`src/rtl/pc_unit_ras.sv`:
```
// ---------------------------------------------------------------------------
// pc_unit_ras
//
// Program-counter unit for the word-addressed core. It picks the next PC from
// the sequential, branch, jump/jal and jr sources, supports a fetch stall, and
// keeps a circular return-address stack (RAS). Every jr target is checked
// against the predicted return address, and saturating hit/miss counters
// record how often the prediction was right.
//
// Ports:
//   clk            system clock, rising edge
//   reset          asynchronous, active-high reset
//   stall          hold PC, RAS and statistics this cycle
//   branch_taken   branch condition met (Branch & Zero)
//   branch_offset  sign-extended word offset, relative to pc+1
//   jump, jal, jr  jump instruction strobes
//   jump_index     instr[25:0], replaces the low PC bits on j/jal
//   jr_target      rs register value used by jr
//   pc             current PC
//   pc_plus_1      pc+1, the jal link value
//   imem_addr      low IMEM_AW bits of pc, for instruction memory
//   ras_top        predicted return address (0 when the stack is empty)
//   ras_count      number of valid RAS entries
//   ras_overflow   sticky: a push overwrote the oldest entry
//   ras_underflow  sticky: jr issued while the stack was empty
//   ras_hit        one-cycle pulse after a jr whose target matched ras_top
//   hit_count      saturating count of predicted jr targets
//   miss_count     saturating count of mispredicted or empty-stack jr
// ---------------------------------------------------------------------------
module pc_unit_ras #(
   parameter int                XLEN      = 32,
   parameter int                JIDX_W    = 26,
   parameter int                IMEM_AW   = 8,
   parameter int                RAS_DEPTH = 4,
   parameter int                CNT_W     = 16,
   parameter logic [XLEN-1:0]   RESET_PC  = '0
) (
   input  logic                         clk,
   input  logic                         reset,
   input  logic                         stall,
   input  logic                         branch_taken,
   input  logic [XLEN-1:0]              branch_offset,
   input  logic                         jump,
   input  logic                         jal,
   input  logic                         jr,
   input  logic [JIDX_W-1:0]            jump_index,
   input  logic [XLEN-1:0]              jr_target,
   output logic [XLEN-1:0]              pc,
   output logic [XLEN-1:0]              pc_plus_1,
   output logic [IMEM_AW-1:0]           imem_addr,
   output logic [XLEN-1:0]              ras_top,
   output logic [$clog2(RAS_DEPTH):0]   ras_count,
   output logic                         ras_overflow,
   output logic                         ras_underflow,
   output logic                         ras_hit,
   output logic [CNT_W-1:0]             hit_count,
   output logic [CNT_W-1:0]             miss_count
);

   localparam int PW = $clog2(RAS_DEPTH);
   localparam int CW = PW + 1;

   localparam logic [XLEN-1:0]  PC_ONE    = XLEN'(1);
   localparam logic [PW-1:0]    PTR_ONE   = PW'(1);
   localparam logic [CW-1:0]    CNT_ONE   = CW'(1);
   localparam logic [CW-1:0]    DEPTH_C   = CW'(RAS_DEPTH);
   localparam logic [CNT_W-1:0] STAT_ONE  = CNT_W'(1);
   localparam logic [CNT_W-1:0] STAT_MAX  = '1;

   // Stack storage and the write pointer. The pointer always names the slot
   // the next push will write; the top of stack is the slot just below it.
   // Because the pointer simply wraps, a push onto a full stack lands on the
   // oldest entry, which is exactly the circular overwrite we want.
   logic [XLEN-1:0] ras_mem [RAS_DEPTH];
   logic [PW-1:0]   ras_ptr;
   logic [PW-1:0]   top_idx;

   logic [XLEN-1:0] pc_next;
   logic [XLEN-1:0] jump_dest;
   logic            do_push;
   logic            do_pop;
   logic            pop_valid;
   logic            pop_hit;
   logic            pop_miss;
   logic            stack_empty;
   logic            stack_full;

   // Values presented to the rest of the datapath are derived purely from
   // registered state so that they are stable for the whole cycle.
   always_comb begin
      pc_plus_1   = pc + PC_ONE;
      imem_addr   = pc[IMEM_AW-1:0];
      top_idx     = ras_ptr - PTR_ONE;
      stack_empty = (ras_count == '0);
      stack_full  = (ras_count == DEPTH_C);
      ras_top     = stack_empty ? '0 : ras_mem[top_idx];
   end

   // Next-PC selection with a strict priority order: jr first, then j/jal,
   // then a taken branch, and finally the sequential path. A branch offset
   // is relative to pc+1, matching the delay-free word-addressed encoding.
   // jr also outranks jal for the stack, so a push is only requested when
   // jr is low.
   always_comb begin
      jump_dest = {pc[XLEN-1:JIDX_W], jump_index};
      pc_next   = pc_plus_1;
      if (jr) begin
         pc_next = jr_target;
      end else if (jump || jal) begin
         pc_next = jump_dest;
      end else if (branch_taken) begin
         pc_next = pc_plus_1 + branch_offset;
      end
      do_pop    = jr;
      do_push   = jal && !jr;
      pop_valid = do_pop && !stack_empty;
      pop_hit   = pop_valid && (jr_target == ras_top);
      pop_miss  = do_pop && !pop_hit;
   end

   // Program counter register. A stall freezes it; otherwise it follows the
   // priority-selected next value.
   always_ff @(posedge clk or posedge reset) begin
      if (reset) begin
         pc <= RESET_PC;
      end else if (!stall) begin
         pc <= pc_next;
      end
   end

   // Return-address stack storage, pointer and occupancy. A push on a full
   // stack still advances the pointer (overwriting the oldest entry) but the
   // occupancy stays pinned at the depth. A pop on an empty stack leaves the
   // pointer where it is so later pushes stay aligned.
   always_ff @(posedge clk or posedge reset) begin
      if (reset) begin
         for (int i = 0; i < RAS_DEPTH; i++) begin
            ras_mem[i] <= '0;
         end
         ras_ptr   <= '0;
         ras_count <= '0;
      end else if (!stall) begin
         if (do_push) begin
            ras_mem[ras_ptr] <= pc_plus_1;
            ras_ptr          <= ras_ptr + PTR_ONE;
            if (!stack_full) begin
               ras_count <= ras_count + CNT_ONE;
            end
         end else if (pop_valid) begin
            ras_ptr   <= ras_ptr - PTR_ONE;
            ras_count <= ras_count - CNT_ONE;
         end
      end
   end

   // Sticky error flags. They record that something unusual happened at
   // least once and only a reset clears them.
   always_ff @(posedge clk or posedge reset) begin
      if (reset) begin
         ras_overflow  <= 1'b0;
         ras_underflow <= 1'b0;
      end else if (!stall) begin
         if (do_push && stack_full) begin
            ras_overflow <= 1'b1;
         end
         if (do_pop && stack_empty) begin
            ras_underflow <= 1'b1;
         end
      end
   end

   // Hit pulse and statistics. The pulse is registered so it appears in the
   // cycle after the jr and is forced low during a stall. Both counters stop
   // at all-ones rather than wrapping, so a long run never reads as small.
   always_ff @(posedge clk or posedge reset) begin
      if (reset) begin
         ras_hit    <= 1'b0;
         hit_count  <= '0;
         miss_count <= '0;
      end else if (stall) begin
         ras_hit <= 1'b0;
      end else begin
         ras_hit <= pop_hit;
         if (pop_hit && (hit_count != STAT_MAX)) begin
            hit_count <= hit_count + STAT_ONE;
         end
         if (pop_miss && (miss_count != STAT_MAX)) begin
            miss_count <= miss_count + STAT_ONE;
         end
      end
   end

endmodule

```
`config.mk`:
```
export PLATFORM = sky130hd
export DESIGN_NAME = pc_unit_ras
export DESIGN_NICKNAME = d
export VERILOG_FILES = /design/src/rtl/pc_unit_ras.sv
export SDC_FILE = /design/constraint.sdc
export NUM_CORES = 1
export LEC_CHECK = 0
export ABC_CLOCK_PERIOD_IN_PS = 8109
export BUFFER_PORTS_ARGS = -buffer_cell sky130_fd_sc_hd__buf_2
export CAP_MARGIN = 5
export CORE_MARGIN = 4
export CORE_UTILIZATION = 26
export CTS_BUF_LIST = sky130_fd_sc_hd__clkbuf_4 sky130_fd_sc_hd__clkbuf_8
export DETAILED_ROUTE_END_ITERATION = 12
export HOLD_SLACK_MARGIN = 0.12
export SLEW_MARGIN = 10
export SYNTH_ARGS = -nofsm -noshare
export SYNTH_HDL_FRONTEND = slang
export SYNTH_SLANG_ARGS = --single-unit
export TNS_END_PERCENT = 30
```
`constraint.sdc`:
```
create_clock -name clk -period 8.11 [get_ports clk]
set_input_delay 0.4055 -clock clk [delete_from_list [all_inputs] [get_ports clk]]
set_output_delay 0.4055 -clock clk [all_outputs]
set_load 0.01 [all_outputs]
```
== After elaboration in Yosys (flattened, before gate mapping) ==
Cells that the tools add are included.
Operators by class
  add/sub/neg operators: 8
  muxes and demuxes: 16
  reductions and logical operators: 23
  bitwise operators: 3
  equality and inequality tests: 6
  order comparisons: 3
Operators by type and width (count)
  32-bit 2-to-1 mux: 7
  128-bit bitwise mux: 1
  32-bit binary-select mux with 2-bit select: 1
  32-bit demux with 2-bit select: 1
  16-bit by 1-bit adder with 16-bit output, second input constant: 2
  32-bit by 1-bit adder with 32-bit output, second input constant: 1
  32-bit adder: 1
  32-bit == test: 1
  16-bit inequality test, second input constant: 2
  2-bit AND reduction: 7
  1-bit logical AND: 9
  3-bit 2-to-1 mux: 3
  3-bit greater-or-equal comparator, second input constant: 2
  2-bit NOT with 3-bit output: 2
  2-bit 2-to-1 mux: 2
  2-bit inequality test, second input constant: 2
  3-bit by 1-bit adder with 3-bit output, second input constant: 1
  3-bit == test, second input constant: 1
  1-bit zero test: 3
  3-bit zero test: 1
  3-bit by 1-bit less-than comparator with 1-bit output, second input constant: 1
  3-bit AND reduction: 1
  3-bit by 1-bit subtractor with 3-bit output, second input constant: 1
  2-bit by 1-bit adder with 2-bit output, second input constant: 1
  5 further kinds: 5
Storage, ports and cells
  output and inout bits: 142
  register bits after elaboration: 200
  logic and storage cells: 72

== Longest topological paths before layout ==
  word-level depth: 12
  depth in mapped cells: 18
  depth with buffers taken out: 18

== Worst setup path before layout ==
OpenSTA, ideal clock, no wires.
  path type: register -> register
  start: register pc[2]
  end: register pc[30]
  required time: 8045 ps
  stages on the path, launching flop included: 19
  path buffers: 0
  clock period less this slack: 3906 ps
  slack: 4204 ps
  data arrival time: 3842 ps
  cell sequence: dfrtp_1 -> and4_1 -> nand2_1 -> nor2_1 -> nand2_1 -> or2_2 -> xor2_1 -> inv_1 -> ha_1 -> a21o_1 -> a21o_1 -> a21oi_1 -> nor2b_1 -> o21ai_0 -> nand2b_1 -> a21o_1 -> or3b_2 -> mux2i_1 -> o21a_1
On the way
  word-level cells in the longest chain between the ends: 5
Ends and longest elaborated chain
  start: declaration: RTL line 48  | output logic [XLEN-1:0] pc,
  start signal: assignment: RTL line 127  | pc <= pc_next;
  32-bit by 1-bit adder with 32-bit output: RTL line 91  | pc_plus_1 = pc + PC_ONE;
  named net pc_plus_1[23]: RTL line 49  | output logic [XLEN-1:0] pc_plus_1,
  32-bit adder: RTL line 112  | pc_next = pc_plus_1 + branch_offset;
  32-bit 2-to-1 mux: RTL line 111  | end else if (branch_taken) begin
  32-bit 2-to-1 mux: RTL line 109  | end else if (jump || jal) begin
  32-bit 2-to-1 mux: RTL line 107  | if (jr) begin
The timed path passes the listed nets, and every way through them passes these cells. The select of a mux whose other input is x is not followed.
A chain may end at the register's enable or synchronous reset.

== Worst setup path after layout ==
  start: register pc[2]
  end: register pc[30]
On the way
  word-level cells in the longest chain between the ends: 5
Ends and longest elaborated chain (RTL line)
  32-bit by 1-bit adder with 32-bit output *: 91
  32-bit adder: 112
  32-bit 2-to-1 mux *: 111
  32-bit 2-to-1 mux *: 109
  32-bit 2-to-1 mux *: 107
Mark *: on every way between the ends. The rest lies on a longest branch, timed or not. The select of a mux whose other input is x is not followed.

==> metrics.md <==
| Metric | Value |
|---|---|
| Area fraction of the dominant cell type after synthesis | 0.403 |
| CP Launch Type | flop |
| Vias | 11300 |
| Commonest non-fill, non-tap cell in the layout | buf_2 |
| Hold path depth | 3 |
| Synth Area per Inst | 9.13 um2 |
| GPL Wtd Cong | 0.943 |
| H-tree levels | 4 |
| Fin. max-slew vios | 0 |
| Post-CTS sizing | 0 |
| RR Startpoint | pc[2]$_DFFE_PP0N_ |
| Total Die Area | 51300 um2 |
| CTS max path bufs | 2 |
| Most Frequent Cell on Critical Path | a21o_1 |
| Largest net degree at the start of global routing | 116 |
| TritonCTS Sinks | 200 |
| Dominant synthesized flop cell | dfrtp_1 |
| Drt drc | 0 |
| Layout fillers | 4978 |
| FF/Latch Area | 5010 um2 |
| CTS Buf Count | 17 |
| Compound-cell area share of the yosys netlist | 0.176 |
| Slew @ Worst Pin | 1100 ps |
| NumNets Final | 1703 |
| Total track usage | 0.180 |
| Maximum vdd drop | 0.154 mV |
| Count of state elements after synthesis | 200 |
| Post-synthesis mux area share | 0.0716 |
| Area leader, netlist | dfrtp_1 |
| Gate Count Post-Synth | 1359 |
| Final Cell Area | 14600 um2 |
| Final wirelength | 47.0 mm |
| Post-synth EDFFs | 0 |
| CP Data Required Time | 8560 ps |
| Synth Area in XOR/XNOR | 0.0706 |
| DP Area | 14100 um2 |
| Via density per instance | 5.19 |
| Vias in the first global route | 11000 |
| Synth Area in Simple Gates | 0.182 |
| CTS tree | done |
| Finished Layout Cells | 2179 |
| Fmax | 211 MHz |
| Syn nets | 1504 |
| Starting Density | 0.265 |
| Area share of fa/ha/maj cells after synthesis | 0.0496 |
| Clk Latency, worst-skew pair | 520 ps |
| Post-synth cell types | 67 |
| Reg clk slew, reported paths | 140 ps |
| Max incr delay on CP | 500 ps |
| Status | completed |
| Endpoint class of the critical path | flop |
| Placed Cells | 2144 |
| DIE WIDTH | 226 um |
| P per Cell Area | 352 nW/um2 |
| CORE AREA | 46900 um2 |
| Grt ovf | 0 |
| Worst R2R End | pc[30]$_DFFE_PP0P_ |
| Initial DRC count | 1043 |
| RSZ-0062 raised after global routing | false |
| Crit path DAT | 5190 ps |
| Hold Crit Class | input pin to flop |
| Clock Tree Root | clkbuf_8 |
| Multi-input gate area | 6830 um2 |
| Max-cap violations | 0 |
| Initial antenna violation count | 1 |
| Setup TNS | 0 ps |
| Die Span Y | 226 um |
| R2R cell count | 18 |
| Final Hold Vio Count | 0 |
| Final setup vio count | 0 |
| Layout cells sized above 1 | 0.224 |
| Final min period | 4740 ps |
| Most frequent cells in the layout | 238 x buf_2, 199 x dfrtp_1, 184 x nor2_1 |
| Worst setup path category | flop to flop |
| Total power | 0.00515 W |
| Syn Std Cell Area | 12400 um2 |
| Port bufs | 238 |
| Layout area overhead | 17.9% |
| Top cells by area, synth | dfrtp_1 40%, a21oi_1 6.3%, mux4_2 5.6%, nor2_1 5.6%, ha_1 4.6% |
| Worst Path Max Fanout | 8 |
| Crit-path cells | and4_1, nand2_1, nor2_1, nand2_1, or2_2, xor2_1, inv_1, ha_1, a21o_1, a21o_1, a21oi_1, nor2b_1, o21ai_0, nand2b_1, a21o_1, or3b_2, mux2i_1, o21a_1 |
| Layout Skew | 32.4 ps |
| DPL Wire Length | 36.7 mm |
| I/O pin count | 239 |
| Worst hold start | jump_index[7] |
| Crit-path slowest cell | dfrtp_1 |
| First-pass GRT wire length | 70.2 mm |
| Largest delay share family, worst path | simple AND/OR/NAND/NOR gates |
| Yosys warns | 0 |
| Wire per inst | 21.6 um |
| Seq/Total Area, Yosys | 0.403 |
| Row Count | 79 |
| FF-to-FF setup slack | 3370 ps |
| Post-route ant nets | 0 |
| Ys async rst share | 1.00 |
| Hold Path Sink | pc[7]$_DFFE_PP0N_ |
| Final Cycle Share | 0.584 |
| Drt first pass iters | 7 |
| Main combinational cell family by area after synthesis | simple AND/OR/NAND/NOR gates |
| Static Leak | 6.57 nW |
| CP bufs+invs | 1 |
| Slew HR | 0.266 |
synthesized netlist by cell type (10+ instances only):
library cell  count
dfrtp_1         200
nor2_1          185
a21oi_1         155
nand2_1         102
o21ai_0          75
inv_1            64
clkbuf_1         54
xor2_1           54
ha_1             46
xnor2_1          46
nand3_1          38
and2_1           37
mux4_2           31
a21o_1           18
a31oi_1          18
a222oi_1         15
and3_1           15
nor3_1           13
nand4_1          11
mux2i_1          10
cell families (layout without fill, tap and decap cells):
| kind of cell | Yosys count | count (layout) |
|---|---|---|
| flops | 200 | 200 |
| fa+ha+maj | 48 | 48 |
| other cells | 0 | 1 |
| simple gates | 466 | 466 |
| buf+inv | 138 | 350 |
| compound gates | 358 | 358 |
| xor+xnor | 100 | 100 |
| mux | 49 | 49 |
sequential cells by signal, indices dropped and copies added (netlist names):
signal / count
miss_count: 16
ras_count: 3
ras_underflow: 1
ras_hit: 1
hit_count: 16
ras_mem: 128
pc: 32
ras_ptr: 2
ras_overflow: 1
stage by stage:
step,setup WS [ps],hold WS [ps],util
floorplan,2250,440,-
global placement,3470,460,0.302
detailed placement,3440,464,0.302
CTS,3420,165,0.312
global route,3030,170,0.312
finish,3370,203,0.312
area by class of cell:
type	instances	share of cell area
Multi-Input combinational cell	1021	0.467
Clock inverter	15	0.0146
Inverter	64	0.0169
Tap cell	607	0.0519
Antenna cell	1	0.000171
Sequential cell	200	0.342
Clock buffer	17	0.0160
Timing Repair Buffer	254	0.0912
worst max path at each step:
stage,startpoint,to,slack (ps),depth (start not counted)
2_1_floorplan,reset,hit_count[0]$_DFFE_PP0P_,2250,1
3_3_place_gp,ras_ptr[0]$_DFFE_PP0P_,miss_count[1]$_DFFE_PP0P_,3470,12
3_5_place_dp,ras_ptr[0]$_DFFE_PP0P_,miss_count[1]$_DFFE_PP0P_,3440,12
4_1_cts,ras_ptr[0]$_DFFE_PP0P_,miss_count[1]$_DFFE_PP0P_,3420,12
5_1_grt,pc[3]$_DFFE_PP0N_,pc[30]$_DFFE_PP0P_,3030,18
6_report,pc[2]$_DFFE_PP0N_,pc[30]$_DFFE_PP0P_,3370,18
worst register-to-register path, stage by stage (launching register included):
cell,delay (ps)
dfrtp_1,500
and4_1,300
nand2_1,70
nor2_1,340
nand2_1,230
or2_2,400
xor2_1,420
inv_1,200
ha_1,370
a21o_1,200
a21o_1,170
a21oi_1,250
nor2b_1,90
o21ai_0,150
nand2b_1,80
a21o_1,190
or3b_2,440
mux2i_1,140
o21a_1,130
repair_timing:
action	4_1_cts	5_1_grt
hold buffers	1	0
setup buffers	0	0
endpoints found under the hold margin	66	0
routing by layer:
layer	global-route usage	share of wire	up-vias
li1	-	-	5214
met1	0.250	0.44	5551
met2	0.286	0.46	501
met3	0.0431	0.084	51
met4	0.0446	0.021	2
met5	0	0.00021	-
power by group:
part / total, W / switching, W / internal (W)
logic: 0.00283 / 0.00166 / 0.00117
clock network: 0.000702 / 0.000453 / 0.000249
registers: 0.00162 / 0.000257 / 0.00136
(Power assumes the default switching activity.)
